## src/rtl/if_fetch_queue_pkg.sv

```systemverilog
// Shared constants and types for the instruction-fetch stage.
package if_fetch_queue_pkg;

    localparam int ADDR_W_DEF = 64;
    localparam int INS_W_DEF  = 32;
    localparam int LINE_W_DEF = 64;
    localparam logic [ADDR_W_DEF-1:0] START_ADDR_DEF = 64'h8000_0000;

    // Byte-offset widths of a memory line and of one instruction
    localparam int LINE_OFF = $clog2(LINE_W_DEF / 8);
    localparam int INS_OFF  = $clog2(INS_W_DEF / 8);

    typedef struct packed {
        logic [ADDR_W_DEF-1:0] pc;
        logic [INS_W_DEF-1:0]  ins;
    } fetch_entry_t;

endpackage

```

## src/rtl/if_fetch_queue_if.sv

```systemverilog
// Fetch-stage bus: redirect input, memory request/response and decode-side output.
interface if_fetch_queue_if
    import if_fetch_queue_pkg::*;
#(
    parameter int ADDR_W = ADDR_W_DEF,
    parameter int INS_W  = INS_W_DEF,
    parameter int LINE_W = LINE_W_DEF
);
    logic              redirect_valid;
    logic [ADDR_W-1:0] redirect_pc;
    logic              mem_req_valid;
    logic              mem_req_ready;
    logic [ADDR_W-1:0] mem_req_addr;
    logic              mem_resp_valid;
    logic [LINE_W-1:0] mem_resp_data;
    logic              out_valid;
    logic              out_ready;
    logic [ADDR_W-1:0] out_pc;
    logic [INS_W-1:0]  out_ins;
    logic [ADDR_W-1:0] out_snpc;

    modport master (
        input  redirect_valid, redirect_pc, mem_req_ready, mem_resp_valid, mem_resp_data, out_ready,
        output mem_req_valid, mem_req_addr, out_valid, out_pc, out_ins, out_snpc
    );

    modport slave (
        output redirect_valid, redirect_pc, mem_req_ready, mem_resp_valid, mem_resp_data, out_ready,
        input  mem_req_valid, mem_req_addr, out_valid, out_pc, out_ins, out_snpc
    );
endinterface

```

## src/rtl/if_fifo.sv

```systemverilog
// Synchronous FIFO with flush and occupancy count; head reads 0 when empty.
module if_fifo #(
    parameter int  WIDTH = 8,
    parameter int  DEPTH = 4,
    localparam int CW    = $clog2(DEPTH + 1),
    localparam int PW    = (DEPTH > 1) ? $clog2(DEPTH) : 1
) (
    input  logic             clk,
    input  logic             reset,
    input  logic             flush,
    input  logic             push,
    input  logic [WIDTH-1:0] push_data,
    input  logic             pop,
    output logic [WIDTH-1:0] pop_data,
    output logic [CW-1:0]    count
);
    logic [WIDTH-1:0] mem [DEPTH];
    logic [PW-1:0]    wr_ptr, rd_ptr;
    logic [CW-1:0]    cnt;
    logic             do_push, do_pop;

    function automatic logic [PW-1:0] nxt(input logic [PW-1:0] p);
        return (p == PW'(DEPTH - 1)) ? '0 : p + PW'(1);
    endfunction

    assign do_pop  = pop && (cnt != '0);
    assign do_push = push && ((cnt != CW'(DEPTH)) || do_pop);

    always_ff @(posedge clk) begin
        if (do_push && !flush) mem[wr_ptr] <= push_data;
    end

    always_ff @(posedge clk or negedge reset) begin
        if (!reset) begin
            wr_ptr <= '0;
            rd_ptr <= '0;
            cnt    <= '0;
        end else if (flush) begin
            wr_ptr <= '0;
            rd_ptr <= '0;
            cnt    <= '0;
        end else begin
            if (do_push) wr_ptr <= nxt(wr_ptr);
            if (do_pop)  rd_ptr <= nxt(rd_ptr);
            cnt <= cnt + CW'(do_push) - CW'(do_pop);
        end
    end

    assign pop_data = (cnt != '0) ? mem[rd_ptr] : '0;
    assign count    = cnt;
endmodule

```

## src/rtl/if_fetch_queue.sv

```systemverilog
// Instruction fetch: PC owner, multiple outstanding line requests, decoupling queue, redirect squash.
module if_fetch_queue
    import if_fetch_queue_pkg::*;
#(
    parameter int ADDR_W    = ADDR_W_DEF,
    parameter int INS_W     = INS_W_DEF,
    parameter int LINE_W    = LINE_W_DEF,
    parameter int DEPTH     = 4,
    parameter int MAX_OUTST = 2,
    parameter logic [ADDR_W-1:0] START_ADDR = ADDR_W'(START_ADDR_DEF)
) (
    input  logic           clk,
    input  logic           reset,
    if_fetch_queue_if.master bus
);
    localparam int LOFF  = $clog2(LINE_W / 8);
    localparam int IOFF  = $clog2(INS_W / 8);
    localparam int RATIO = LINE_W / INS_W;
    localparam int SW    = (RATIO > 1) ? $clog2(RATIO) : 1;
    localparam int EW    = ADDR_W + INS_W;
    localparam int QCW   = $clog2(DEPTH + 1);
    localparam int OCW   = $clog2(MAX_OUTST + 1);

    logic [ADDR_W-1:0]           fetch_pc;
    logic [OCW-1:0]              outst, drop_cnt;
    logic [QCW-1:0]              q_cnt;
    logic                        req_fire, resp_keep, pop_fire, q_valid;
    logic [ADDR_W-1:0]           resp_pc, head_pc;
    logic [RATIO-1:0][INS_W-1:0] line;
    logic [SW-1:0]               slot;
    logic [INS_W-1:0]            ins;
    logic [EW-1:0]               q_head;

    // Each issued request reserves a queue slot, so the queue can never overflow on a response
    assign bus.mem_req_valid = reset && !bus.redirect_valid
                             && (int'(outst) < MAX_OUTST)
                             && (int'(q_cnt) + int'(outst) < DEPTH);
    assign req_fire         = bus.mem_req_valid && bus.mem_req_ready;
    assign bus.mem_req_addr = fetch_pc & ~ADDR_W'((1 << LOFF) - 1);

    assign line      = bus.mem_resp_data;
    assign slot      = SW'((resp_pc >> IOFF) & ADDR_W'(RATIO - 1));
    assign ins       = line[slot];
    assign resp_keep = bus.mem_resp_valid && (drop_cnt == '0) && !bus.redirect_valid;

    assign q_valid  = (q_cnt != '0);
    assign pop_fire = q_valid && bus.out_ready;

    if_fifo #(.WIDTH(ADDR_W), .DEPTH(MAX_OUTST)) u_inflight (
        .clk       (clk),
        .reset     (reset),
        .flush     (1'b0),
        .push      (req_fire),
        .push_data (fetch_pc),
        .pop       (bus.mem_resp_valid),
        .pop_data  (resp_pc),
        .count     (outst)
    );

    if_fifo #(.WIDTH(EW), .DEPTH(DEPTH)) u_queue (
        .clk       (clk),
        .reset     (reset),
        .flush     (bus.redirect_valid),
        .push      (resp_keep),
        .push_data ({resp_pc, ins}),
        .pop       (pop_fire),
        .pop_data  (q_head),
        .count     (q_cnt)
    );

    // On redirect every request still in flight (less the one answered now) must be squashed
    always_ff @(posedge clk or negedge reset) begin
        if (!reset) begin
            fetch_pc <= START_ADDR;
            drop_cnt <= '0;
        end else begin
            if (bus.redirect_valid)  fetch_pc <= bus.redirect_pc;
            else if (req_fire)       fetch_pc <= fetch_pc + ADDR_W'(INS_W / 8);

            if (bus.redirect_valid)
                drop_cnt <= outst - OCW'(bus.mem_resp_valid);
            else if (bus.mem_resp_valid && (drop_cnt != '0))
                drop_cnt <= drop_cnt - OCW'(1);
        end
    end

    assign head_pc      = q_head[EW-1:INS_W];
    assign bus.out_valid = q_valid;
    assign bus.out_pc    = head_pc;
    assign bus.out_ins   = q_head[INS_W-1:0];
    assign bus.out_snpc  = q_valid ? head_pc + ADDR_W'(INS_W / 8) : '0;
endmodule

```

## src/flat_wrapper.sv

```systemverilog
// flat-port wrapper written by rule: the top's interface ports become plain ports
module if_fetch_queue_flat import if_fetch_queue_pkg::*;
#(
    parameter int ADDR_W    = ADDR_W_DEF,
    parameter int INS_W     = INS_W_DEF,
    parameter int LINE_W    = LINE_W_DEF,
    parameter int DEPTH     = 4,
    parameter int MAX_OUTST = 2,
    parameter logic [ADDR_W-1:0] START_ADDR = ADDR_W'(START_ADDR_DEF)
)
  (clk, reset, bus_redirect_valid, bus_redirect_pc, bus_mem_req_ready, bus_mem_resp_valid, bus_mem_resp_data, bus_out_ready, bus_mem_req_valid, bus_mem_req_addr, bus_out_valid, bus_out_pc, bus_out_ins, bus_out_snpc);
  if_fetch_queue_if #(.ADDR_W(ADDR_W), .INS_W(INS_W), .LINE_W(LINE_W)) bus_i ();
  input  logic clk;
  input  logic reset;
  input wire logic [$bits(bus_i.redirect_valid)-1:0] bus_redirect_valid;
  input wire logic [$bits(bus_i.redirect_pc)-1:0] bus_redirect_pc;
  input wire logic [$bits(bus_i.mem_req_ready)-1:0] bus_mem_req_ready;
  input wire logic [$bits(bus_i.mem_resp_valid)-1:0] bus_mem_resp_valid;
  input wire logic [$bits(bus_i.mem_resp_data)-1:0] bus_mem_resp_data;
  input wire logic [$bits(bus_i.out_ready)-1:0] bus_out_ready;
  output wire logic [$bits(bus_i.mem_req_valid)-1:0] bus_mem_req_valid;
  output wire logic [$bits(bus_i.mem_req_addr)-1:0] bus_mem_req_addr;
  output wire logic [$bits(bus_i.out_valid)-1:0] bus_out_valid;
  output wire logic [$bits(bus_i.out_pc)-1:0] bus_out_pc;
  output wire logic [$bits(bus_i.out_ins)-1:0] bus_out_ins;
  output wire logic [$bits(bus_i.out_snpc)-1:0] bus_out_snpc;
  assign bus_i.redirect_valid = bus_redirect_valid;
  assign bus_i.redirect_pc = bus_redirect_pc;
  assign bus_i.mem_req_ready = bus_mem_req_ready;
  assign bus_i.mem_resp_valid = bus_mem_resp_valid;
  assign bus_i.mem_resp_data = bus_mem_resp_data;
  assign bus_i.out_ready = bus_out_ready;
  assign bus_mem_req_valid = bus_i.mem_req_valid;
  assign bus_mem_req_addr = bus_i.mem_req_addr;
  assign bus_out_valid = bus_i.out_valid;
  assign bus_out_pc = bus_i.out_pc;
  assign bus_out_ins = bus_i.out_ins;
  assign bus_out_snpc = bus_i.out_snpc;
  if_fetch_queue #(.ADDR_W(ADDR_W), .INS_W(INS_W), .LINE_W(LINE_W), .DEPTH(DEPTH), .MAX_OUTST(MAX_OUTST), .START_ADDR(START_ADDR)) u_core (.clk(clk), .reset(reset), .bus(bus_i));
endmodule
```

## config.mk

```make
export PLATFORM = sky130hd
export DESIGN_NAME = if_fetch_queue_flat
export DESIGN_NICKNAME = d
export VERILOG_FILES = /design/src/rtl/if_fetch_queue_pkg.sv /design/src/rtl/if_fetch_queue_if.sv /design/src/rtl/if_fifo.sv /design/src/rtl/if_fetch_queue.sv /design/src/flat_wrapper.sv
export SDC_FILE = /design/constraint.sdc
export NUM_CORES = 1
export LEC_CHECK = 0
export BUFFER_PORTS_ARGS = -buffer_cell sky130_fd_sc_hd__buf_4
export CAP_MARGIN = 20
export CELL_PAD_IN_SITES_DETAIL_PLACEMENT = 1
export CELL_PAD_IN_SITES_GLOBAL_PLACEMENT = 1
export CORE_ASPECT_RATIO = 0.75
export CORE_MARGIN = 3
export CORE_UTILIZATION = 38
export DETAILED_ROUTE_END_ITERATION = 7
export GPL_TIMING_DRIVEN = 0
export PLACE_DENSITY = 0.75
export SYNTH_ARGS = -nofsm -noshare
export SYNTH_HDL_FRONTEND = slang
export SYNTH_SLANG_ARGS = --single-unit
```

## constraint.sdc

```tcl
create_clock -name clk -period 6.9 [get_ports clk]
set_input_delay 0.69 -clock clk [delete_from_list [all_inputs] [get_ports clk]]
set_output_delay 0.69 -clock clk [all_outputs]
set_load 0.05 [all_outputs]
```

# Yosys cells after proc, flatten, opt, wreduce, memory -nomap -nowiden
# Memory sizes are Yosys's and may differ from the RTL's.
# Index checks and enable logic that the tools add are counted.
# classes
n_reduce_logical,24
multipliers,0
shift,0
n_mux,22
order_cmp,3
n_div,0
addsub,13
bitwise_logic,0
eq_ne,4
# ops
op,count
64-bit two-way mux,4
"64-bit by 3-bit adder with 64-bit output, second input constant",2
96-bit two-way mux,1
32-bit two-way mux,2
"32-bit by 4-bit less-than comparator with 1-bit output, second input constant",1
2-bit two-way mux,8
1-bit logical AND,13
2-bit nonzero test,6
1-bit two-way mux,6
"2-bit by 1-bit adder with 2-bit output, second input constant",2
3-bit by 2-bit adder with 4-bit output,1
"2-bit == test, second input constant",2
2-bit by 1-bit subtractor with 2-bit output,2
3-bit by 1-bit adder with 3-bit output,1
3-bit two-way mux,1
"3-bit != test, second input constant",1
3-bit nonzero test,1
3-bit by 1-bit subtractor with 3-bit output,1
"1-bit adder, second input constant",2
2-bit by 1-bit adder with 2-bit output,1
2-bit zero test,1
1-bit logical OR,2
"1-bit by 2-bit less-than comparator with 1-bit output, second input constant",1
"2-bit less-than comparator, second input constant",1
3 further kinds,3
# totals
ramBits,512
reg_bits,77
rom_bits,0
elab_cells,76
memories,2
input_bits,134
latchBits,0
output_inout_bits,226
# mem_list
memory,words,width,rd,rd_ports_with_merged_regs,wr,line,rtl
u_core.u_queue.mem,4,96,1,0,1,if_fifo.sv:17,logic [WIDTH-1:0] mem [DEPTH];
u_core.u_inflight.mem,2,64,1,0,1,if_fifo.sv:17,

# Depth between registers and ports, before layout
# Gate-level depths: netlist of the first run.
# depth
depth_word,8
mapped_depth,14
depth_no_buf,12

# Cells and area by module
# Synthesis of the first run repeated with hierarchy kept, for this count alone.
# hier_totals
hier_cells,1858
hier_area_um2,27052.2
# modules_own_cells
mod,instances,seq_area_each_um2,cells_per_inst,area_each_um2
if_fifo (u_core.u_queue),1,11706.2,655,14929.3
if_fetch_queue,1,1652.8,911,7053.0
if_fifo (u_core.u_inflight),1,3943.8,292,5069.9

# Least setup slack after synthesis of the first run
# OpenSTA, ideal clock, no wires.
# synth_path
path_type,reg2reg
from,register u_core.u_queue.cnt[1] (netlist: u_core.u_queue.count[1])
to,"memory u_core.u_inflight.mem[0][0] (netlist name), enable pin"
path_buffers,1
path_stages_with_launch,8
arrival_time_ns,5.958
setup_ns,0.487
synth_period_minus_slack_ns,6.445
t_required_ns,6.413
setup_slack_ns,0.455
cell_sequence,dfrtp_1 > ha_1 > or4b_2 > a311oi_1 > and2_1 > inv_2 > clkbuf_1 > nor2_1
# synth_between
elab_chain_cells,7
# synth_rtl
item,line,rtl
"start, declared",if_fifo.sv:19,logic [CW-1:0] cnt;
"start signal, assigned",if_fifo.sv:45,cnt <= cnt + CW'(do_push) - CW'(do_pop);
3-bit by 2-bit adder with 4-bit output,if_fetch_queue.sv:37,&& (int'(q_cnt) + int'(outst) < DEPTH);
32-bit by 4-bit less-than comparator with 1-bit output,if_fetch_queue.sv:37,
1-bit logical AND,if_fetch_queue.sv:37,
net bus_mem_req_valid,flat_wrapper.sv:21,output wire logic [$bits(bus_i.mem_req_valid)-1:0] bus_mem_req_valid;
1-bit logical AND,if_fetch_queue.sv:38,assign req_fire = bus.mem_req_valid && bus.mem_req_ready;
1-bit logical AND,if_fifo.sv:27,assign do_push = push && ((cnt != CW'(DEPTH)) || do_pop);
1-bit two-way mux,if_fifo.sv:30,if (do_push && !flush) mem[wr_ptr] <= push_data;
1-bit two-way mux (not written as such),if_fifo.sv:30,
"end, declared",if_fifo.sv:17,
# The timed path passes the listed nets, and every way through them passes these cells.

# Worst setup path in the final report of the first run
# layout_path
from,register u_core.u_queue.cnt[1] (netlist: u_core.u_queue.count[1])
to,output port bus_out_snpc[46]
# layout_between
elab_chain_cells,4
# layout_rtl
item,line,rtl
3-bit nonzero test (*),"if_fifo.sv:49, if_fetch_queue.sv:46",
96-bit two-way mux,if_fifo.sv:49,assign pop_data = (cnt != '0) ? mem[rd_ptr] : '0;
64-bit by 3-bit adder with 64-bit output,if_fetch_queue.sv:91,assign bus.out_snpc = q_valid ? head_pc + ADDR_W'(INS_W / 8) : '0;
64-bit two-way mux (*),if_fetch_queue.sv:91,
"end, declared",flat_wrapper.sv:26,output wire logic [$bits(bus_i.out_snpc)-1:0] bus_out_snpc;
# Mark *: on every way between the ends. The rest lies on a longest branch, timed or not.

==> flow_summary.yaml, run 1 <==
sta:
  fin_skew_ns: 0.0503
  final_max_slew_viol_count: 0
  setup_viol: 0
  worstMarginPinSlew_ns: 1.13
  min_period_ns: 6.61
  finalHoldViolCount: 0
  grt_setup_unrepaired: "no"
  fmaxAchievable_mhz: 151
  finalCritPeriodShare: 0.958
  maxSlewHeadroom: 0.245
  timing.final.ws_setup_ns: 0.287
power:
  p_leak_nw: 12.0
  p_total_mw: 14.4
  vdd_drop_max_v: 0.000247
  powerDensity_nw_per_um2: 431
floorplanning:
  num_rows: 84
  die_y_um: 238
  ios: 360
  start_util: 0.386
  coreArea_um2: 70500
  die_w_um: 315
  die-area_um2: 74900
global_routing:
  grt_pass1_wl_mm: 129
  grt_overflow: 0
  grt_pass1_vias: 19300
  antenna_found_initial: 2
  grt_usage: 0.230
  grt_start_max_net_pins: 79
synthesis:
  synth_area_um2: 27200
  synth-async-reset-ratio: 0.131
  synth_top_area_share: 0.565
  ys_ff_latch: 589
  yosysSeqAreaShare: 0.635
  syn_inst: 1880
  netlist_top_cells_area: "edfxtp_1, dfrtp_1, mux4_2"
  yosysTopAreaCell: "edfxtp_1"
  synth_top_flop_cell: "edfxtp_1"
  yosys_warnings: 0
  synth_edf_count: 512
  avgSynthCellArea_um2: 14.5
  ys_types: 78
job:
  maxCapViolations: 0
setup_path:
  cp-end-kind: "primary output"
  criticalPathCategory: "reg2out"
  r2r_cells: 9
  cp_data_required_time_ns: 6.21
  path_max_fanout: 18
  cp-start-kind: "flip-flop"
  r2r-start: "u_core.u_queue.count[1]"
  r2r-end: "u_core.u_inflight.mem[0][14]"
  cp.arrival_ns: 5.92
  rrSetupSlack_ns: 3.08
cells_and_area:
  syn2layout_area_growth_pct: 22.2
  layout_commonest_cell: "edfxtp_1"
  layout-drive-gt1-share: 0.295
  mostFrequentLayoutCells: "edfxtp_1, buf_4, nor2_1, nand2_1, and2_1"
  fin_area_um2: 33300
  nets: 2456
clocking:
  clk_latency_ns: 0.65
  cts_tree: "built"
  clock-sinks: 589
  clkSlewWorstSetupHoldPaths_ns: 0.07
  cts_root_buf: "clkbuf_16"
  htree_levels: 2
  cts_made_buffers: 57
  clockBufferDepth: 3
route:
  drc: 0
  avgRoutedWirePerCell_um: 26.7
  dr.pass1.iters: 5
  antenna_left: 0
  via_count: 18600
  drtIter0Drc: 1910
  wirelength_mm: 88.2
  avgViaCountPerCell: 5.65
worst_hold_path:
  hold_class: "in2reg"
  hold_depth: 3
  hp-start: "bus_redirect_pc[42]"
  hold_path_end: "u_core.fetch_pc[42]"
place:
  dpl.hpwl_mm: 64.9
  gp_congestion: 0.936
  post-place-ws_ns: -0.301
  placed_cell_area_um2: 31300
  io_buffers: 356
run_status:
  status: "completed"
==> cell type report <==
| type | instances | area [um^2] |
|---|---|---|
| Clock inverter | 28 | 325 |
| Antenna cell | 1 | 2.50 |
| Buffer | 159 | 953 |
| Tap cell | 946 | 1180 |
| Clock buffer | 77 | 1590 |
| Inverter | 30 | 116 |
| Fill cell | 7070 | 37200 |
| Multi-Input combinational cell | 1103 | 8890 |
| Sequential cell | 589 | 17300 |
| Timing Repair Buffer | 367 | 2910 |
==> stage by stage <==
stage	setup TNS (ns)	hold slack, ns	utilization	instances
5_1_grt	0	0.249	0.472	3299
3_3_place_gp	-78.06	0.459	0.441	3184
3_5_place_dp	-1.61	0.467	0.444	3192
2_1_floorplan	0	0.394	-	1882
4_1_cts	0	0.216	0.471	3296
6_report	0	0.255	0.472	3300
==> flip-flops by register name, indices dropped and copies added, names as in the netlist <==
signal,flops
u_core.u_queue.wr_ptr,2
u_core.u_queue.mem,384
u_core.u_inflight.wr_ptr,1
u_core.u_queue.rd_ptr,2
u_core.u_queue.count,3
u_core.fetch_pc,64
u_core.drop_cnt,2
u_core.u_inflight.rd_ptr,1
u_core.u_inflight.count,2
u_core.u_inflight.mem,128
==> report_power, final <==
group	switching [mW]	total [mW]	internal, mW
Clock	1.38	3.19	1.81
Combinational	4.72	6.62	1.90
Sequential	0.198	4.55	4.35
==> per-layer routing <==
metal	vias to the layer above	global-route usage	share of wire
li1	8095	-	-
met2	792	0.365	0.46
met5	-	0	0
met4	0	0.0486	0.018
met1	9657	0.341	0.45
met3	102	0.0301	0.066
==> critical path, stage by stage, from the launching register on <==
cell	delay [ns]
dfrtp_1	0.52
nor3_2	0.10
buf_6	0.17
clkinv_2	0.29
clkbuf_2	0.46
clkbuf_2	0.47
and2_1	0.23
ha_1	0.27
o31a_1	0.18
and4_1	0.47
nor4b_4	0.46
nand4_1	0.42
nor4_1	0.61
mux2_2	0.42
buf_4	0.19
==> cells by family (layout without fill, tap and decap cells) <==
| logic type | Yosys count | count (layout) | share of synthesized area |
|---|---|---|---|
| DFF | 589 | 589 | 0.635 |
| muxes | 211 | 211 | 0.129 |
| adders and majority gates | 15 | 15 | 0.00717 |
| AOI/OAI and AO/OA | 199 | 199 | 0.0488 |
| xor gates and xnor gates | 38 | 38 | 0.0122 |
| and+or+nand+nor | 637 | 637 | 0.128 |
| buffers and inverters | 190 | 661 | 0.0393 |
| other | 1 | 4 | 0.000138 |
==> synth_stat cells, types with 23 or more instances <==
cell / number
nand4_1: 46
mux2_2: 41
buf_4: 73
clkbuf_1: 58
mux2i_1: 69
nand3_1: 58
o21ai_0: 58
inv_1: 27
edfxtp_1: 512
mux4_2: 73
nor3_1: 23
o211ai_1: 23
dfrtp_1: 76
a21oi_1: 36
and2_1: 100
mux4_1: 27
nand2_1: 133
nor2_1: 142
==> how the worst max path moves through the flow <==
stage	start	end	slack, ns	cells past startpoint
after floorplan	u_core.u_queue.count[1]	u_core.u_inflight.mem[0][0]	0.46	7
after global placement	reset	u_core.u_inflight.mem[0][20]	-1.21	7
after detailed placement	u_core.u_queue.count[1]	bus_out_snpc[46]	-0.30	14
after CTS	u_core.u_queue.count[2]	bus_out_snpc[32]	0.16	13
after global routing	u_core.u_queue.count[1]	bus_out_snpc[46]	0.07	14
final	u_core.u_queue.count[1]	bus_out_snpc[46]	0.29	14
==> repair_timing <==
action                                  CTS  global route
endpoints found under the setup margin   28             0
endpoints found under the hold margin     0            22
hold buffers                              0             1
buffers inserted                          0             0
gates resized for setup                   3             0
(Power assumes the default switching activity.)
==> run 2, diff against run 1 <==
--- a/config.mk
+++ b/config.mk
@@ -14,7 +14,8 @@
 export CORE_UTILIZATION = 38
 export DETAILED_ROUTE_END_ITERATION = 7
 export GPL_TIMING_DRIVEN = 0
-export PLACE_DENSITY = 0.75
+export HOLD_SLACK_MARGIN = 0.06
+export PLACE_DENSITY_LB_ADDON = 0.1
 export SYNTH_ARGS = -nofsm -noshare
 export SYNTH_HDL_FRONTEND = slang
 export SYNTH_SLANG_ARGS = --single-unit
==> run 2 against run 1 <==
Net effect: clock skew shrank 0.0091 ns; final cell count is essentially flat; first-iteration DRC count shrank 22%; largest cell class unchanged; largest power group unchanged.
==> flow_summary.yaml, run 2 (same netlist as run 1, synthesis figures left out) <==
sta:
  fin_skew_ns: 0.0412
  final_max_slew_viol_count: 0
  maxSlewHeadroom: 0.318
  setup_tns_ns: 0
  fmaxAchievable_mhz: 153
  grt_setup_unrepaired: "no"
  finalCritPeriodShare: 0.950
  worstMarginPinSlew_ns: 1.02
  timing.final.ws_setup_ns: 0.347
  setup_viol: 0
  finalHoldViolCount: 0
  min_period_ns: 6.55
cells_and_area:
  nets: 2456
  nFillCells: 7151
  syn2layout_area_growth_pct: 22.0
  largest_reg_flops: 384
  reg.largest.list: "u_core.u_queue.mem (384), u_core.u_inflight.mem (128), u_core.fetch_pc (64)"
  layout_commonest_cell: "edfxtp_1"
  final_util: 0.471
  multiInputGateArea_um2: 8890
  mostFrequentLayoutCells: "edfxtp_1, buf_4, nor2_1, nand2_1, and2_1"
  top_register: "u_core.u_queue.mem"
  layout-drive-gt1-share: 0.292
  regArea_um2: 17300
floorplanning:
  coreArea_um2: 70500
  start_util: 0.386
  die_w_um: 315
  num_rows: 84
  die_y_um: 238
  die-area_um2: 74900
  ios: 360
power:
  powerDensity_nw_per_um2: 427
  p_int_mw: 8.00
  power_switching_mw: 6.19
  clockPowerShare: 0.221
  p_sw_frac: 0.436
  vdd_drop_max_v: 0.000197
  pwr-share-comb: 0.460
  seqPwrFrac: 0.320
  p_leak_nw: 12.0
global_routing:
  grt_pass1_vias: 19200
  grt_pass1_wl_mm: 129
  grt_overflow: 0
  grt_usage: 0.232
  grt_start_max_net_pins: 53
  antenna_found_initial: 3
setup_path:
  max_stage_delay_ns: 0.94
  path_max_fanout: 19
  criticalPathCategory: "reg2out"
  worstPathCellList: "nor3_2, clkinv_1, clkbuf_2, and2_1, ha_1, o31a_1, and4_1, nor4b_4, nand3_1, o21ai_0, a21oi_1, buf_4"
  cp.arrival_ns: 5.86
  cp_data_required_time_ns: 6.21
  crit_slowest_cell: "clkinv_1"
  cp-end-kind: "primary output"
  cp-start-kind: "flip-flop"
clocking:
  cts_tree: "built"
  htree_levels: 2
  clkSlewWorstSetupHoldPaths_ns: 0.07
  clock-sinks: 589
  clk_latency_ns: 0.64
  cts_setup_buffers: 0
  cts_made_buffers: 58
  clockBufferDepth: 3
  cts_root_buf: "clkbuf_16"
route:
  avgRoutedWirePerCell_um: 26.7
  drtIter0Drc: 1494
  dr.pass1.iters: 5
  wirelength_mm: 88.1
  drc: 0
  antenna_left: 0
  avgViaCountPerCell: 5.55
  via_count: 18300
place:
  post-place-ws_ns: -0.0608
  io_buffers: 356
  dpl.hpwl_mm: 65.7
  gp_congestion: 0.885
run_status:
  status: "completed"
worst_hold_path:
  hold_class: "in2reg"
job:
  maxCapViolations: 0
==> run 2: path summary, 6_finish.rpt <==
check | from | end | slack, ns | cells after the start
max in group asynchronous | reset | u_core.fetch_pc[31] | 5.67 | 3
worst min register to register | u_core.fetch_pc[0] | u_core.u_inflight.mem[0][0] | 0.47 | 0
worst max register to register | u_core.u_queue.count[2] | u_core.u_queue.count[2] | 2.55 | 12
worst max-delay path | u_core.u_queue.count[2] | bus_out_snpc[32] | 0.35 | 12
worst min-delay path | bus_redirect_pc[58] | u_core.fetch_pc[58] | 0.26 | 3
min in group asynchronous | reset | u_core.fetch_pc[54] | 0.54 | 2
==> run 2: per-layer routing <==
metal	wire length, um	GRT usage	up-vias	part of all wire
met5	0	0	-	0
met4	1650	0.0503	0	0.019
met3	5680	0.0454	90	0.064
met2	42000	0.376	549	0.48
met1	38800	0.327	9566	0.44
li1	-	-	8117	-
==> run 2: power groups by stage <==
stage	Sequential (mW)	Combinational (mW)	Clock [mW]
after floorplan	4.53	4.28	0
after global placement	4.61	6.51	0
after detailed placement	4.61	6.59	0
after CTS	4.54	6.59	3.20
after global routing	4.56	6.86	3.35
final	4.53	6.52	3.13
==> run 2: repair_timing <==
item	in CTS	in global routing
endpoints found under the setup margin	18	0
hold endpoints to repair	25	0
hold buffers	1	0
gates resized for setup	1	0
==> run 2: worst max-delay path: cells and delay by family (launching register included) <==
kind,cells,cell delay [ns]
AND/OR/NAND/NOR,5,1.96
buffers and inverters,3,1.80
AO/OA/AOI/OAI,3,0.69
flip-flops,1,0.44
adder cells (fa/ha/maj),1,0.30
==> run 2: layout make-up <==
cell class              instances  area share
multi-input cells            1103       0.268
plain buffers                 158      0.0286
clock inverters                35     0.00987
flip-flops and latches        589       0.521
inverters                      30     0.00347
repair buffers                367      0.0875
diodes                          2    0.000151
well taps                     946      0.0356
clock buffers                  72      0.0462
==> run 2: metrics by stage <==
step	power [mW]	hold slack, ns	instances	instance area (um^2)
floorplan	8.81	0.394	1882	27200
global placement	11.1	0.449	3184	31100
detailed placement	11.2	0.463	3194	31300
CTS	14.3	0.221	3300	33200
global route	14.8	0.247	3300	33200
finish	14.2	0.263	3302	33200
==> run 3, diff against run 2 <==
==> constraint.sdc (replaced) <==
create_clock -name clk -period 6.3 [get_ports clk]
set_input_delay 0.63 -clock clk [delete_from_list [all_inputs] [get_ports clk]]
set_output_delay 0.63 -clock clk [all_outputs]
set_load 0.05 [all_outputs]
==> run 3 against run 2 <==
Net effect: sequential power rose by 9.7%; clock skew is 0.016 ns lower; non-clock buffer count grew 3; utilization is 0.059 points higher; combinational power increased by 9.2%; count of clock-buffer cells in the layout is the same; total power is 9.4% higher; worst hold slack lost 0.055 ns; worst setup slack got worse by 0.092 ns; die area did not move; global-route usage down 0.16 points; final cell count is 0.12% higher; largest cell class unchanged; largest power group unchanged; highest routed layer unchanged.
==> flow_summary.yaml, run 3 (same netlist as run 1, synthesis figures left out) <==
place:
  gp_congestion: 0.882
  io_buffers: 356
  placed_cell_area_um2: 31300
  post-place-ws_ns: -0.616
  dpl.hpwl_mm: 65.3
setup_path:
  path_max_fanout: 18
  criticalPathCategory: "reg2out"
  cp_data_required_time_ns: 5.67
  worst-path-buf-inv: 3
  crit_slowest_cell: "dfrtp_1"
  cp-end-kind: "primary output"
  crit_family: "simple AND/OR/NAND/NOR gates"
  worstPathCellList: "nor3_2, clkinv_2, clkbuf_1, and2_1, ha_1, o31a_1, and4_1, nor4b_4, nand3_1, or3_1, a21oi_1, buf_4"
  cp-start-kind: "flip-flop"
  max_stage_delay_ns: 0.49
  cp.arrival_ns: 5.41
route:
  drc: 0
  wirelength_mm: 87.7
  dr.pass1.iters: 7
  avgViaCountPerCell: 5.52
  wl_met1_mm: 39.7
  avgRoutedWirePerCell_um: 26.5
  antenna_left: 0
  via_count: 18200
  met3_length_mm: 4.19
  wl_met2_mm: 42.8
  dr.max_layer_used: "met4"
  drtIter0Drc: 1558
sta:
  finalCritPeriodShare: 0.960
  maxSlewHeadroom: 0.229
  grt_setup_unrepaired: "no"
  worstMarginPinSlew_ns: 1.16
  final_max_slew_viol_count: 0
  setup_viol: 0
  finalHoldViolCount: 0
  fin_skew_ns: 0.0257
  timing.final.ws_setup_ns: 0.255
  min_period_ns: 6.04
  fmaxAchievable_mhz: 165
  setup_tns_ns: 0
clocking:
  cts_root_buf: "clkbuf_16"
  clkSlewWorstSetupHoldPaths_ns: 0.06
  htree_levels: 2
  clk_latency_ns: 0.63
  clock-sinks: 589
  clockBufferDepth: 3
  cts_made_buffers: 59
  cts_tree: "built"
cells_and_area:
  mostFrequentLayoutCells: "edfxtp_1, buf_4, nor2_1, nand2_1, and2_1"
  layout-drive-gt1-share: 0.296
  reg.largest.list: "u_core.u_queue.mem (384), u_core.u_inflight.mem (128), u_core.fetch_pc (64)"
  nets: 2460
  top_register: "u_core.u_queue.mem"
  fin_area_um2: 33300
  layout_commonest_cell: "edfxtp_1"
  syn2layout_area_growth_pct: 22.1
  largest_reg_flops: 384
floorplanning:
  die_w_um: 315
  die_y_um: 238
  start_util: 0.386
  ios: 360
  num_rows: 84
  die-area_um2: 74900
  coreArea_um2: 70500
job:
  maxCapViolations: 0
global_routing:
  grt_pass1_vias: 19200
  grt_usage: 0.231
  antenna_found_initial: 2
  grt_start_max_net_pins: 79
  grt_pass1_wl_mm: 129
  grt_overflow: 0
power:
  p_total_mw: 15.5
  vdd_drop_max_v: 0.000239
  powerDensity_nw_per_um2: 467
  p_leak_nw: 12.0
worst_hold_path:
  hold_class: "in2reg"
run_status:
  status: "completed"
run 3: final cells by class:
class,instances,area [um^2]
fillers,7122,37300
flip-flops and latches,589,17300
multi-input cells,1103,8900
repair buffers,370,2920
clock buffers,72,1590
well taps,946,1180
plain buffers,158,951
clock inverters,36,294
inverters,30,116
diodes,2,5.00
run 3: what timing repair did:
action                     4_1_cts  5_1_grt
hold buffers                     0        1
resized for setup                3        1
setup endpoints to repair       28        1
hold endpoints to repair         0       23
pin swaps                        0        1
buffers inserted                 0        2
run 3: path summary, 6_finish.rpt:
| kind | from | endpoint | slack, ns | cells past startpoint |
|---|---|---|---|---|
| worst min register to register | u_core.fetch_pc[1] | u_core.u_inflight.mem[0][1] | 0.48 | 0 |
| min in group asynchronous | reset | u_core.fetch_pc[59] | 0.46 | 2 |
| max in group asynchronous | reset | u_core.fetch_pc[31] | 5.13 | 3 |
| worst max-delay path | u_core.u_queue.count[1] | bus_out_snpc[32] | 0.26 | 12 |
| worst min-delay path | bus_redirect_pc[52] | u_core.fetch_pc[52] | 0.21 | 3 |
| worst max register to register | u_core.u_queue.rd_ptr[1] | u_core.u_queue.rd_ptr[1] | 2.12 | 8 |
run 3: power breakdown:
group | internal, mW | total (mW) | leakage (nW) | switching [mW]
Sequential | 4.76 | 4.97 | 5.58 | 0.207
Combinational | 2.07 | 7.12 | 5.51 | 5.05
Clock | 1.92 | 3.43 | 0.910 | 1.51
run 3: worst min-delay path: cells and delay by family:
kind | cells | cell delay, ns
AND/OR/NAND/NOR | 2 | 0.10
buffers and inverters | 1 | 0.08
run 3: routing by layer:
layer	up-vias	track usage
li1	8106	-
met1	9648	0.333
met2	424	0.379
met3	66	0.0334
met4	0	0.0379
met5	-	0
run 3: through the flow:
stage / hold WS, ns / util / instances
after global placement: 0.457 / 0.441 / 3184
after CTS: 0.161 / 0.471 / 3300
final: 0.209 / 0.472 / 3306
after global routing: 0.190 / 0.472 / 3304
after detailed placement: 0.466 / 0.444 / 3194
after floorplan: 0.334 / - / 1882
